[src/rtl/acc_tx_serializer.sv]
// UART-style serializer for one accumulator result (data + carry) per valid/ready handshake.
// Optional even-parity bit between carry and stop when ACC_TX_PARITY_EN is defined.
module acc_tx_serializer #(
  parameter int DATA_W  = 6,
  parameter int CLK_DIV = 4
) (
  input  logic              clk,
  input  logic              i_rst_n,
  input  logic [DATA_W-1:0] i_data,
  input  logic              i_carry,
  input  logic              i_valid,
  output logic              o_ready,
  output logic              o_tx,
  output logic              o_busy,
  output logic              o_done
);

  localparam int DIV_W = (CLK_DIV > 1) ? $clog2(CLK_DIV) : 1;
  localparam int CNT_W = (DATA_W > 1) ? $clog2(DATA_W) : 1;
  localparam logic [DIV_W-1:0] DIV_LAST = DIV_W'(CLK_DIV - 1);
  localparam logic [CNT_W-1:0] CNT_LAST = CNT_W'(DATA_W - 1);

  typedef enum logic [2:0] {
    S_IDLE,
    S_START,
    S_DATA,
    S_CARRY,
`ifdef ACC_TX_PARITY_EN
    S_PARITY,
`endif
    S_STOP
  } state_t;

  state_t            r_state, w_state_nxt;
  logic [DIV_W-1:0]  r_div, w_div_nxt;
  logic [CNT_W-1:0]  r_cnt, w_cnt_nxt;
  logic [DATA_W-1:0] r_shift, w_shift_nxt;
  logic              r_carry, w_carry_nxt;
  logic              r_tx, w_tx_nxt;
  logic              r_busy, w_busy_nxt;
  logic              r_done, w_done_nxt;
  logic              r_ready, w_ready_nxt;
  logic              w_bit_end;
  logic [DATA_W-1:0] w_shift_sr;
`ifdef ACC_TX_PARITY_EN
  logic              r_par, w_par_nxt;
`endif

  assign w_bit_end  = (r_div == DIV_LAST);
  assign w_shift_sr = r_shift >> 1;

  always_comb begin
    w_state_nxt = r_state;
    w_div_nxt   = '0;
    w_cnt_nxt   = r_cnt;
    w_shift_nxt = r_shift;
    w_carry_nxt = r_carry;
    w_tx_nxt    = r_tx;
    w_busy_nxt  = r_busy;
    w_done_nxt  = 1'b0;
    w_ready_nxt = r_ready;
`ifdef ACC_TX_PARITY_EN
    w_par_nxt   = r_par;
`endif
    if (r_state != S_IDLE) begin
      w_div_nxt = w_bit_end ? '0 : r_div + 1'b1;
    end
    // tx is loaded one edge ahead so the line always comes straight from a flop
    case (r_state)
      S_IDLE: begin
        w_ready_nxt = 1'b1;
        if (r_ready && i_valid) begin
          w_state_nxt = S_START;
          w_shift_nxt = i_data;
          w_carry_nxt = i_carry;
          w_tx_nxt    = 1'b0;
          w_busy_nxt  = 1'b1;
          w_ready_nxt = 1'b0;
`ifdef ACC_TX_PARITY_EN
          w_par_nxt   = ^{i_data, i_carry};
`endif
        end
      end
      S_START: begin
        if (w_bit_end) begin
          w_state_nxt = S_DATA;
          w_cnt_nxt   = '0;
          w_tx_nxt    = r_shift[0];
        end
      end
      S_DATA: begin
        if (w_bit_end) begin
          if (r_cnt == CNT_LAST) begin
            w_state_nxt = S_CARRY;
            w_tx_nxt    = r_carry;
          end else begin
            w_cnt_nxt   = r_cnt + 1'b1;
            w_shift_nxt = w_shift_sr;
            w_tx_nxt    = w_shift_sr[0];
          end
        end
      end
      S_CARRY: begin
        if (w_bit_end) begin
`ifdef ACC_TX_PARITY_EN
          w_state_nxt = S_PARITY;
          w_tx_nxt    = r_par;
`else
          w_state_nxt = S_STOP;
          w_tx_nxt    = 1'b1;
`endif
        end
      end
`ifdef ACC_TX_PARITY_EN
      S_PARITY: begin
        if (w_bit_end) begin
          w_state_nxt = S_STOP;
          w_tx_nxt    = 1'b1;
        end
      end
`endif
      S_STOP: begin
        if (w_bit_end) begin
          w_state_nxt = S_IDLE;
          w_tx_nxt    = 1'b1;
          w_busy_nxt  = 1'b0;
          w_done_nxt  = 1'b1;
          w_ready_nxt = 1'b1;
        end
      end
      default: begin
        w_state_nxt = S_IDLE;
        w_tx_nxt    = 1'b1;
        w_busy_nxt  = 1'b0;
      end
    endcase
  end

  always_ff @(posedge clk or negedge i_rst_n) begin
    if (!i_rst_n) begin
      r_state <= S_IDLE;
      r_div   <= '0;
      r_cnt   <= '0;
      r_shift <= '0;
      r_carry <= 1'b0;
      r_tx    <= 1'b1;
      r_busy  <= 1'b0;
      r_done  <= 1'b0;
      r_ready <= 1'b0;
`ifdef ACC_TX_PARITY_EN
      r_par   <= 1'b0;
`endif
    end else begin
      r_state <= w_state_nxt;
      r_div   <= w_div_nxt;
      r_cnt   <= w_cnt_nxt;
      r_shift <= w_shift_nxt;
      r_carry <= w_carry_nxt;
      r_tx    <= w_tx_nxt;
      r_busy  <= w_busy_nxt;
      r_done  <= w_done_nxt;
      r_ready <= w_ready_nxt;
`ifdef ACC_TX_PARITY_EN
      r_par   <= w_par_nxt;
`endif
    end
  end

  assign o_tx    = r_tx;
  assign o_busy  = r_busy;
  assign o_done  = r_done;
  assign o_ready = r_ready;

endmodule
[config.mk]
export PLATFORM = sky130hd
export DESIGN_NAME = acc_tx_serializer
export DESIGN_NICKNAME = d
export VERILOG_FILES = /design/src/rtl/acc_tx_serializer.sv
export SDC_FILE = /design/constraint.sdc
export NUM_CORES = 1
export LEC_CHECK = 0
export ABC_AREA = 0
export BUFFER_PORTS_ARGS = -buffer_cell sky130_fd_sc_hd__buf_4
export CAP_MARGIN = 20
export CORE_UTILIZATION = 55
export DETAILED_ROUTE_END_ITERATION = 6
export GPL_ROUTABILITY_DRIVEN = 0
export PLACE_DENSITY_LB_ADDON = 0.08
export SETUP_SLACK_MARGIN = 0.2
export SYNTH_ARGS = -nofsm -noshare
export SYNTH_HDL_FRONTEND = slang
export SYNTH_SLANG_ARGS = --single-unit
[constraint.sdc]
create_clock -name clk -period 4.1 [get_ports clk]
set_input_delay 0.41 -clock clk [delete_from_list [all_inputs] [get_ports clk]]
set_output_delay 0.41 -clock clk [all_outputs]
set_load 0.005 [all_outputs]
==> out/results.tsv, run 1 <==
metric	value	unit
Power per Cell Area	684	mW/mm^2
worst slew pin tran	0.444	ns
most frequent cell after synthesis	dfrtp_1	
nets@finish	118	
CP Class	reg2reg	
metal2 WL	824	um
initial antenna violation count	0	
CTS tree	yes	
Post-Layout Cell Count	127	
Pre-antenna DRT Iters	4	
reg2reg start	r_state[2]	
design area	0.00113	mm^2
commonest cells in the netlist	dfrtp_1 (18), mux2_2 (12), nor2_1 (7), nand2_1 (5), nor3_1 (5)	
CP max stage cell	dfrtp_1	
largest cells by area after synthesis	dfrtp_1 (46%), mux2_2 (14%), ha_1 (5.1%)	
Hold WC Path Type	in2reg	
Initial DRC Count	28	
R2R depth	4	
Initial Utilization	61.9	%
critical path endpoint category	register	
Worst R2R End	r_shift[2]	
vias post-DR	717	
CTS Buf Count	3	
Req. time, crit path	4.29	ns
FF+latch count, synth	19	
synthesized instance count	88	
slowest stage delay, CP	0.53	ns
largest area contributor in the netlist	dfrtp_1	
Mapped Nets	102	
share of flip-flops with an asynchronous set or reset	100	%
Synth cell types	33	
endpoints failing hold	0	
max-slew violation count	0	
CTS H-tree lvls	1	
row count	14	
post-synth top area share	45.7	%
Final min period	1.83	ns
chip width	44.3	um
height of the die	44.3	um
critical-path maximum fanout	14	
WL met1	813	um
reg-to-reg setup timing slack	2.27	ns
crit path to	r_shift[2]	
Clk Tree Root Cell	clkbuf_4	
DRC	0	
ant diodes	0	
placed wire-length estimate	1220	um
Post-Syn Area	986	um^2
Post-CTS Setup Inserts	0	
Fin Setup TNS	0	ns
clock sinks	19	
drt via density	5.65	
CP most frequent cell	mux2_2	
synthesis-to-finish area growth	14.6	%
highest routed layer	met4	
Placed Cells	122	
Clk Latency, worst-skew pair	0.29	ns
Worst setup startpoint	r_state[2]	
hold slack	0.343	ns
CP cell instances	nand2b_1, nor2_2, mux2_2, mux2_2	
core area	0.00159	mm^2
synthesized area per cell	11.2	um^2
maximum vdd ir drop	0.392	mV
io pins	14	
antenna-violating nets left	0	
fin crit share	44.6	%
largest net degree at the start of global routing	20	
final WL	1710	um
drt wl/cell	13.5	um
outcome	completed	
Final Skew	0.00478	ns
first-pass GRT wire length	2910	um
Port Buffers	13	
Post-Place Cell Area	0.00109	mm^2
GRT Residual Overflow	0	
worst path arrival time	2.02	ns
prevailing post-synth register cell	dfrtp_1	
GRT Total Usage	20.2	%
share of cells above drive strength 1	33.0	%
Ys Warns	0	
die area	0.00197	mm^2
metal3 WL	54	um
Max-cap violations	0	
CP Launch Type	register	
sequential element share of the synthesized area	48.4	%
number of flops mapped to enable cells by yosys	0	
FMAX	547	MHz
vias in the first global route	695	
Fill cells	114	
clock slew at reported path FFs	0.10	ns
Leak	0.000501	uW
CTS max path bufs	2	
RSZ-0062 raised after global routing	no	
relative slew slack	70.4	%
final setup fails	0	
==> how the worst min path moves through the flow <==
| stage | from | end | slack (ns) | depth (start not counted) |
|---|---|---|---|---|
| global placement | i_rst_n | o_done | 0.29 | 1 |
| global route | i_carry | r_carry | 0.34 | 2 |
| finish | i_carry | r_carry | 0.34 | 2 |
| detailed placement | i_rst_n | o_done | 0.30 | 1 |
| CTS | i_carry | r_carry | 0.34 | 2 |
| floorplan | i_rst_n | o_busy | 0.11 | 0 |
==> placed cells by master (no fill, tap or decap), types with 2 or more instances in the layout <==
cell	Yosys	layout
nand2_1	5	5
buf_4	0	13
clkbuf_4	0	3
nor2_1	7	7
a21oi_1	4	4
and3_1	2	2
mux2_2	12	12
nor2b_1	3	3
ha_1	4	4
a31oi_1	2	2
a221o_1	2	2
dfrtp_1	18	18
a22o_1	2	2
nand2b_1	2	2
nor3_1	5	5
==> registers in the layout, indices dropped and copies added, names as in the netlist <==
name     cells
r_div        2
o_busy       1
r_cnt        3
o_ready      1
o_done       1
o_tx         1
r_carry      1
r_state      3
r_shift      6
==> per-stage QoR <==
stage	power [uW]	util (%)	setup slack, ns
after floorplan	605	-	2.45
after global placement	668	68.6	2.32
after detailed placement	683	68.6	2.30
after CTS	776	70.9	2.28
after global routing	834	70.9	2.15
final	773	70.9	2.27
==> cell type report <==
type | instances | area (um^2) | area share, %
inverter | 1 | 3.75 | 0.332
multi-input combinational | 65 | 485 | 43.0
clock buffer | 4 | 26.3 | 2.33
timing repair buffer | 14 | 108 | 9.52
sequential | 19 | 477 | 42.2
tap | 24 | 30.0 | 2.66
==> critical path, delay by kind of cell, from the launching register on <==
family	cells	cell delay, ns
AND/OR/NAND/NOR	2	0.56
flip-flops	1	0.53
multiplexers	2	0.63
==> cell families after synthesis <==
logic type	share of synthesized area, %
compound gates	11.5
xor+xnor	0.888
fa+ha+maj	5.08
buf+inv	2.41
flops	48.4
mux	15.2
simple gates	16.5
==> timing repair <==
| item | in CTS | in global routing |
|---|---|---|
| gates resized for setup | 0 | 0 |
| hold endpoints to repair | 18 | 0 |
| hold buffers | 1 | 0 |
==> power breakdown <==
part / leakage [uW] / total, uW / switching [uW] / internal [uW]
sequential: 0.000231 / 363 / 89.0 / 274
combinational: 0.000256 / 317 / 137 / 180
clock: 0.0000150 / 92.8 / 54.9 / 37.8
total: 0.000501 / 773 / 281 / 492
==> per-layer routing <==
metal,track usage [%],vias to the layer above
met5,0,-
met4,7.27,0
met3,3.67,4
met2,33.5,20
met1,26.4,344
li1,-,349
No activity file was read; power rests on OpenSTA's default activity.
==> inputs of run 2 (changes only) <==
--- a/config.mk
+++ b/config.mk
@@ -8,7 +8,7 @@
 export ABC_AREA = 0
 export BUFFER_PORTS_ARGS = -buffer_cell sky130_fd_sc_hd__buf_4
 export CAP_MARGIN = 20
-export CORE_UTILIZATION = 55
+export CORE_UTILIZATION = 54
 export DETAILED_ROUTE_END_ITERATION = 6
 export GPL_ROUTABILITY_DRIVEN = 0
 export PLACE_DENSITY_LB_ADDON = 0.08
==> constraint.sdc (replaced) <==
create_clock -name clk -period 1.9 [get_ports clk]
set_input_delay 0.19 -clock clk [delete_from_list [all_inputs] [get_ports clk]]
set_output_delay 0.19 -clock clk [all_outputs]
set_load 0.005 [all_outputs]
==> run 2 against run 1 <==
  * Non-clock buffer count is 6 higher
  * Worst setup slack worse by 2.0 ns
  * Power is 130% higher
  * Critical path depth is 2 higher
  * Critical path type unchanged
  * Via count is 3.5% higher
  * Global-route usage is 0.37 points higher
  * Register-to-register slack worse by 2.0 ns
  * Final area is 4.8% higher
  * Critical endpoint is now r_cnt[2]
  * Sequential power is 96% higher
  * Die area is 1.8% higher
==> out/results.tsv, run 2 (synthesized netlist as in run 1, its figures left out) <==
metric	value	unit
outcome	completed	
Final Skew	0.00583	ns
drt via density	5.54	
max-slew violation count	0	
core area	0.00173	mm^2
Initial Utilization	57.1	%
slowest stage delay, CP	0.40	ns
DRC	0	
antenna-violating nets left	0	
CTS Buf Count	3	
vias in the first global route	651	
nets@finish	124	
clock slew at reported path FFs	0.11	ns
clock sinks	19	
io pins	14	
Clk Tree Root Cell	clkbuf_4	
CTS tree	yes	
GRT Total Usage	20.5	%
Final min period	1.66	ns
chip width	44.7	um
buffers and inverters on the worst path	1	
synthesis-to-finish area growth	20.1	%
critical path endpoint category	register	
Leak	0.000529	uW
Util after Layout	68.6	%
maximum vdd ir drop	0.786	mV
commonest non-fill, non-tap cell in the layout	buf_4	
share of cells above drive strength 1	39.4	%
CP Class	reg2reg	
placed wire-length estimate	1270	um
CP max stage cell	dfrtp_1	
ant diodes	0	
most frequent cells in the layout	buf_4 (19), dfrtp_1 (18), mux2_2 (12)	
worst slew pin tran	0.338	ns
worst path arrival time	1.85	ns
RSZ-0062 raised after global routing	yes	
die area	0.00200	mm^2
Max-cap violations	0	
row count	15	
Most flops, register	r_shift	
vias post-DR	742	
CTS max path bufs	2	
Hold WC Path Type	in2reg	
largest net degree at the start of global routing	20	
Initial DRC Count	8	
design area	0.00118	mm^2
critical path's top delay family	compound AO/OA/AOI/OAI gates	
drt wl/cell	13.6	um
CP cell instances	buf_4, ha_1, nand2_1, nor2_1, o21bai_1, a221o_1	
Pre-antenna DRT Iters	4	
endpoints failing hold	0	
Req. time, crit path	2.10	ns
initial antenna violation count	0	
CTS H-tree lvls	1	
FMAX	603	MHz
Port Buffers	13	
final WL	1820	um
relative slew slack	77.4	%
Power per Cell Area	1500	mW/mm^2
hold slack	0.115	ns
GRT Residual Overflow	0	
first-pass GRT wire length	2830	um
Post-Place Cell Area	0.00112	mm^2
critical-path maximum fanout	6	
final setup fails	0	
Fin Setup TNS	0	ns
Clk Latency, worst-skew pair	0.31	ns
fin crit share	87.3	%
largest registers	r_shift (6), r_cnt (3), r_state (3)	
Largest register FFs	6	
CP Launch Type	register	
height of the die	44.7	um
-- run 2: changes by cell type in the layout (fill, tap and decap cells not counted), sizes merged --
cell  previous run  this run
buf             13        19
-- run 2: path summary, 6_finish.rpt --
path / start / end / slack [ns] / cells after the start
max: r_div[0] / r_cnt[2] / 0.24 / 6
min: i_carry / r_carry / 0.12 / 2
max reg2reg: r_div[0] / r_cnt[2] / 0.24 / 6
min reg2reg: r_div[0] / r_div[0] / 0.50 / 1
max in group asynchronous: i_rst_n / o_tx / 1.35 / 2
min in group asynchronous: i_rst_n / o_done / 0.29 / 2
-- run 2: cell type report --
type                            instances  area [um^2]
Fill cell                             150          543
Multi-Input combinational cell         65          493
Sequential cell                        19          477
Timing Repair Buffer                   20          153
Tap cell                               25         31.3
Clock buffer                            4         26.3
Inverter                                1         3.75
-- run 2: stage by stage --
stage | setup slack [ns] | total power [uW] | cells
2_1_floorplan | 0.250 | 1310 | 88
3_3_place_gp | 0.230 | 1480 | 126
3_5_place_dp | 0.186 | 1520 | 126
4_1_cts | 0.218 | 1760 | 133
5_1_grt | 0.188 | 1900 | 134
6_report | 0.241 | 1770 | 134
-- run 2: metal layers --
metal	GRT usage [%]	routed length (um)	vias to the layer above
met5	0	0	-
met3	3.60	41	5
li1	-	-	363
met2	31.5	856	12
met1	26.4	865	362
met4	14.5	55	0
-- run 2: power by group --
group          switching, uW  leakage (uW)  internal, uW  total (uW)
Combinational            391      0.000284           460         851
Sequential               118      0.000231           593         711
Clock                    130     0.0000150          82.0         212
Total                    638      0.000529          1140        1770
-- run 2: what timing repair did --
action	in CTS	in global routing
pin swaps	0	1
cloned	0	0
hold buffers	1	0
hold endpoints to repair	19	0
resized for setup	0	3
setup endpoints to repair	1	7
buffers inserted	2	1
-- run 2: worst reg2reg max path, cell delays in order, from the launching register on --
cell,delay (ns)
dfrtp_1,0.40
buf_4,0.12
ha_1,0.25
nand2_1,0.16
nor2_1,0.11
o21bai_1,0.14
a221o_1,0.37
==> inputs of run 3 (changes only) <==
--- a/config.mk
+++ b/config.mk
@@ -5,14 +5,16 @@
 export SDC_FILE = /design/constraint.sdc
 export NUM_CORES = 1
 export LEC_CHECK = 0
-export ABC_AREA = 0
+export ABC_AREA = 1
 export BUFFER_PORTS_ARGS = -buffer_cell sky130_fd_sc_hd__buf_4
 export CAP_MARGIN = 20
-export CORE_UTILIZATION = 54
+export CORE_UTILIZATION = 55
 export DETAILED_ROUTE_END_ITERATION = 6
 export GPL_ROUTABILITY_DRIVEN = 0
+export HOLD_SLACK_MARGIN = 0.08
 export PLACE_DENSITY_LB_ADDON = 0.08
 export SETUP_SLACK_MARGIN = 0.2
 export SYNTH_ARGS = -nofsm -noshare
 export SYNTH_HDL_FRONTEND = slang
 export SYNTH_SLANG_ARGS = --single-unit
+export TNS_END_PERCENT = 10
==> run 3 against run 2 <==
  * Flip-flop and latch count did not move
  * Cell count rose by 37%
  * Hold slack got worse by 0.0048 ns
  * Die area rose by 6.1%
  * Maximum frequency rose by 9.3%
  * Final area rose by 1.9%
  * Count of clock-buffer cells in the layout did not move
  * Global-route usage rose by 2.4 points
  * Critical endpoint is now o_busy
  * Largest cell class unchanged
  * Largest power group unchanged
==> out/results.tsv, run 3 <==
metric	value	unit
Leak	0.000681	uW
die area	0.00212	mm^2
largest cells by area after synthesis	dfrtp_1 (42%), nand2_1 (18%), nand3_1 (7.0%)	
synthesized instance count	143	
Post-Syn Area	0.00107	mm^2
most frequent cell after synthesis	nand2_1	
CP Launch Type	register	
maximum vdd ir drop	0.885	mV
GRT Residual Overflow	0	
nets@finish	173	
commonest cells in the netlist	nand2_1 (51), dfrtp_1 (18), inv_1 (17), nand3_1 (15), nor2_1 (12)	
final worst slack	0.381	ns
Power per Cell Area	1700	mW/mm^2
placed wire-length estimate	1530	um
clock slew at reported path FFs	0.11	ns
synthesized area per cell	7.47	um^2
fin crit share	79.9	%
pre-CTS setup slack	0.348	ns
largest net degree at the start of global routing	20	
Clk Tree Root Cell	clkbuf_4	
initial antenna violation count	0	
chip width	46.1	um
GRT Total Usage	22.9	%
final WL	2130	um
Hold WC Path Type	in2reg	
Ys Warns	0	
Initial Utilization	60.6	%
Tot Pwr	2060	uW
Largest register FFs	6	
number of flops mapped to enable cells by yosys	0	
DRC	0	
Mapped Nets	157	
io pins	14	
FF+latch count, synth	19	
drt via density	5.02	
worst slew pin tran	0.430	ns
height of the die	46.1	um
FMAX	658	MHz
row count	15	
Max-cap violations	0	
synthesis-to-finish area growth	12.9	%
Initial DRC Count	32	
Final min period	1.52	ns
most frequent cells in the layout	nand2_1 (51), dfrtp_1 (18), inv_1 (17)	
share of flip-flops with an asynchronous set or reset	100	%
worst path arrival time	1.71	ns
CP Class	reg2reg	
RSZ-0062 raised after global routing	yes	
vias post-DR	918	
clock sinks	19	
core area	0.00176	mm^2
drt wl/cell	11.6	um
outcome	completed	
ant diodes	0	
CTS tree	yes	
Pre-antenna DRT Iters	4	
Fill cells	171	
first-pass GRT wire length	3510	um
Post-Place Cell Area	0.00116	mm^2
max-slew violation count	0	
sequential element share of the synthesized area	44.6	%
Synth cell types	19	
largest area contributor in the netlist	dfrtp_1	
Port Buffers	13	
post-synth top area share	42.2	%
largest registers	r_shift (6), r_cnt (3), r_state (3)	
commonest non-fill, non-tap cell in the layout	nand2_1	
prevailing post-synth register cell	dfrtp_1	
CTS Buf Count	3	
Clk Latency, worst-skew pair	0.29	ns
CTS max path bufs	2	
design area	0.00121	mm^2
Final Skew	0.00969	ns
CTS H-tree lvls	1	
Req. time, crit path	2.09	ns
final setup fails	0	
antenna-violating nets left	0	
endpoints failing hold	0	
critical path endpoint category	register	
share of cells above drive strength 1	14.6	%
relative slew slack	71.0	%
Most flops, register	r_shift	
Fin Setup TNS	0	ns
vias in the first global route	850	
critical-path maximum fanout	14	
## run 3: power breakdown
group | leakage, uW | internal [uW] | total, uW | switching [uW]
Combinational | 0.000425 | 392 | 1130 | 738
Sequential | 0.000241 | 584 | 723 | 139
Clock | 0.0000150 | 81.6 | 202 | 121
## run 3: critical path, stage by stage (launching register included)
cell and delay (ns):
dfrtp_1 0.50, nor2_4 0.10, nand2_1 0.32, inv_1 0.16
nor2_1 0.12, nand3_1 0.10, nand2_1 0.07, nand2_1 0.04
## run 3: stage by stage
step | std cells | util (%) | hold slack (ns)
2_1_floorplan | 143 | - | -0.106
3_3_place_gp | 178 | 66.0 | 0.0757
3_5_place_dp | 178 | 66.0 | 0.0788
4_1_cts | 183 | 68.1 | 0.110
5_1_grt | 183 | 68.4 | 0.142
6_report | 183 | 68.4 | 0.110
## run 3: final cells by class
cell class                      instances  area (um^2)  area share [%]
Multi-Input combinational cell        104          500            41.5
Sequential cell                        19          477            39.5
Timing Repair Buffer                   14          108            8.92
Inverter                               17         63.8            5.29
Tap cell                               25         31.3            2.59
Clock buffer                            4         26.3            2.18
## run 3: routing by layer
layer  vias to the layer above  wire length [um]  part of all wire (%)  GRT usage [%]
met1                       415               988                    46           32.2
met5                         -                 0                     0              0
met4                         0                27                   1.3           7.06
met2                        23              1040                    49           37.2
met3                         5                65                   3.1           2.35
li1                        475                 -                     -              -
## run 3: cell families (layout without fill, tap and decap cells)
kind of cell    count (synthesis)  count (layout)  synth area share [%]
buf+inv                        20              35                  9.02
xor+xnor                        1               1                 0.820
simple gates                   84              84                  33.1
flops                          19              19                  44.6
fa+ha+maj                       4               4                  4.68
compound gates                 15              15                  7.73
## run 3: worst paths after layout
check                            from         end  slack (ns)  cells past startpoint
min in group asynchronous     i_rst_n  r_state[0]        0.30                      2
hold / removal              i_data[5]  r_shift[5]        0.11                      3
setup / recovery           r_state[2]      o_busy        0.38                      7
hold reg to reg                  o_tx        o_tx        0.47                      2
setup reg to reg           r_state[2]      o_busy        0.38                      7
max in group asynchronous     i_rst_n        o_tx        1.34                      2
## run 3: what timing repair did
item                                    4_1_cts  5_1_grt
endpoints found under the setup margin        0        3
setup buffers                                 0        0
endpoints found under the hold margin        19        0
gates resized for setup                       0        1
hold buffers                                  1        0
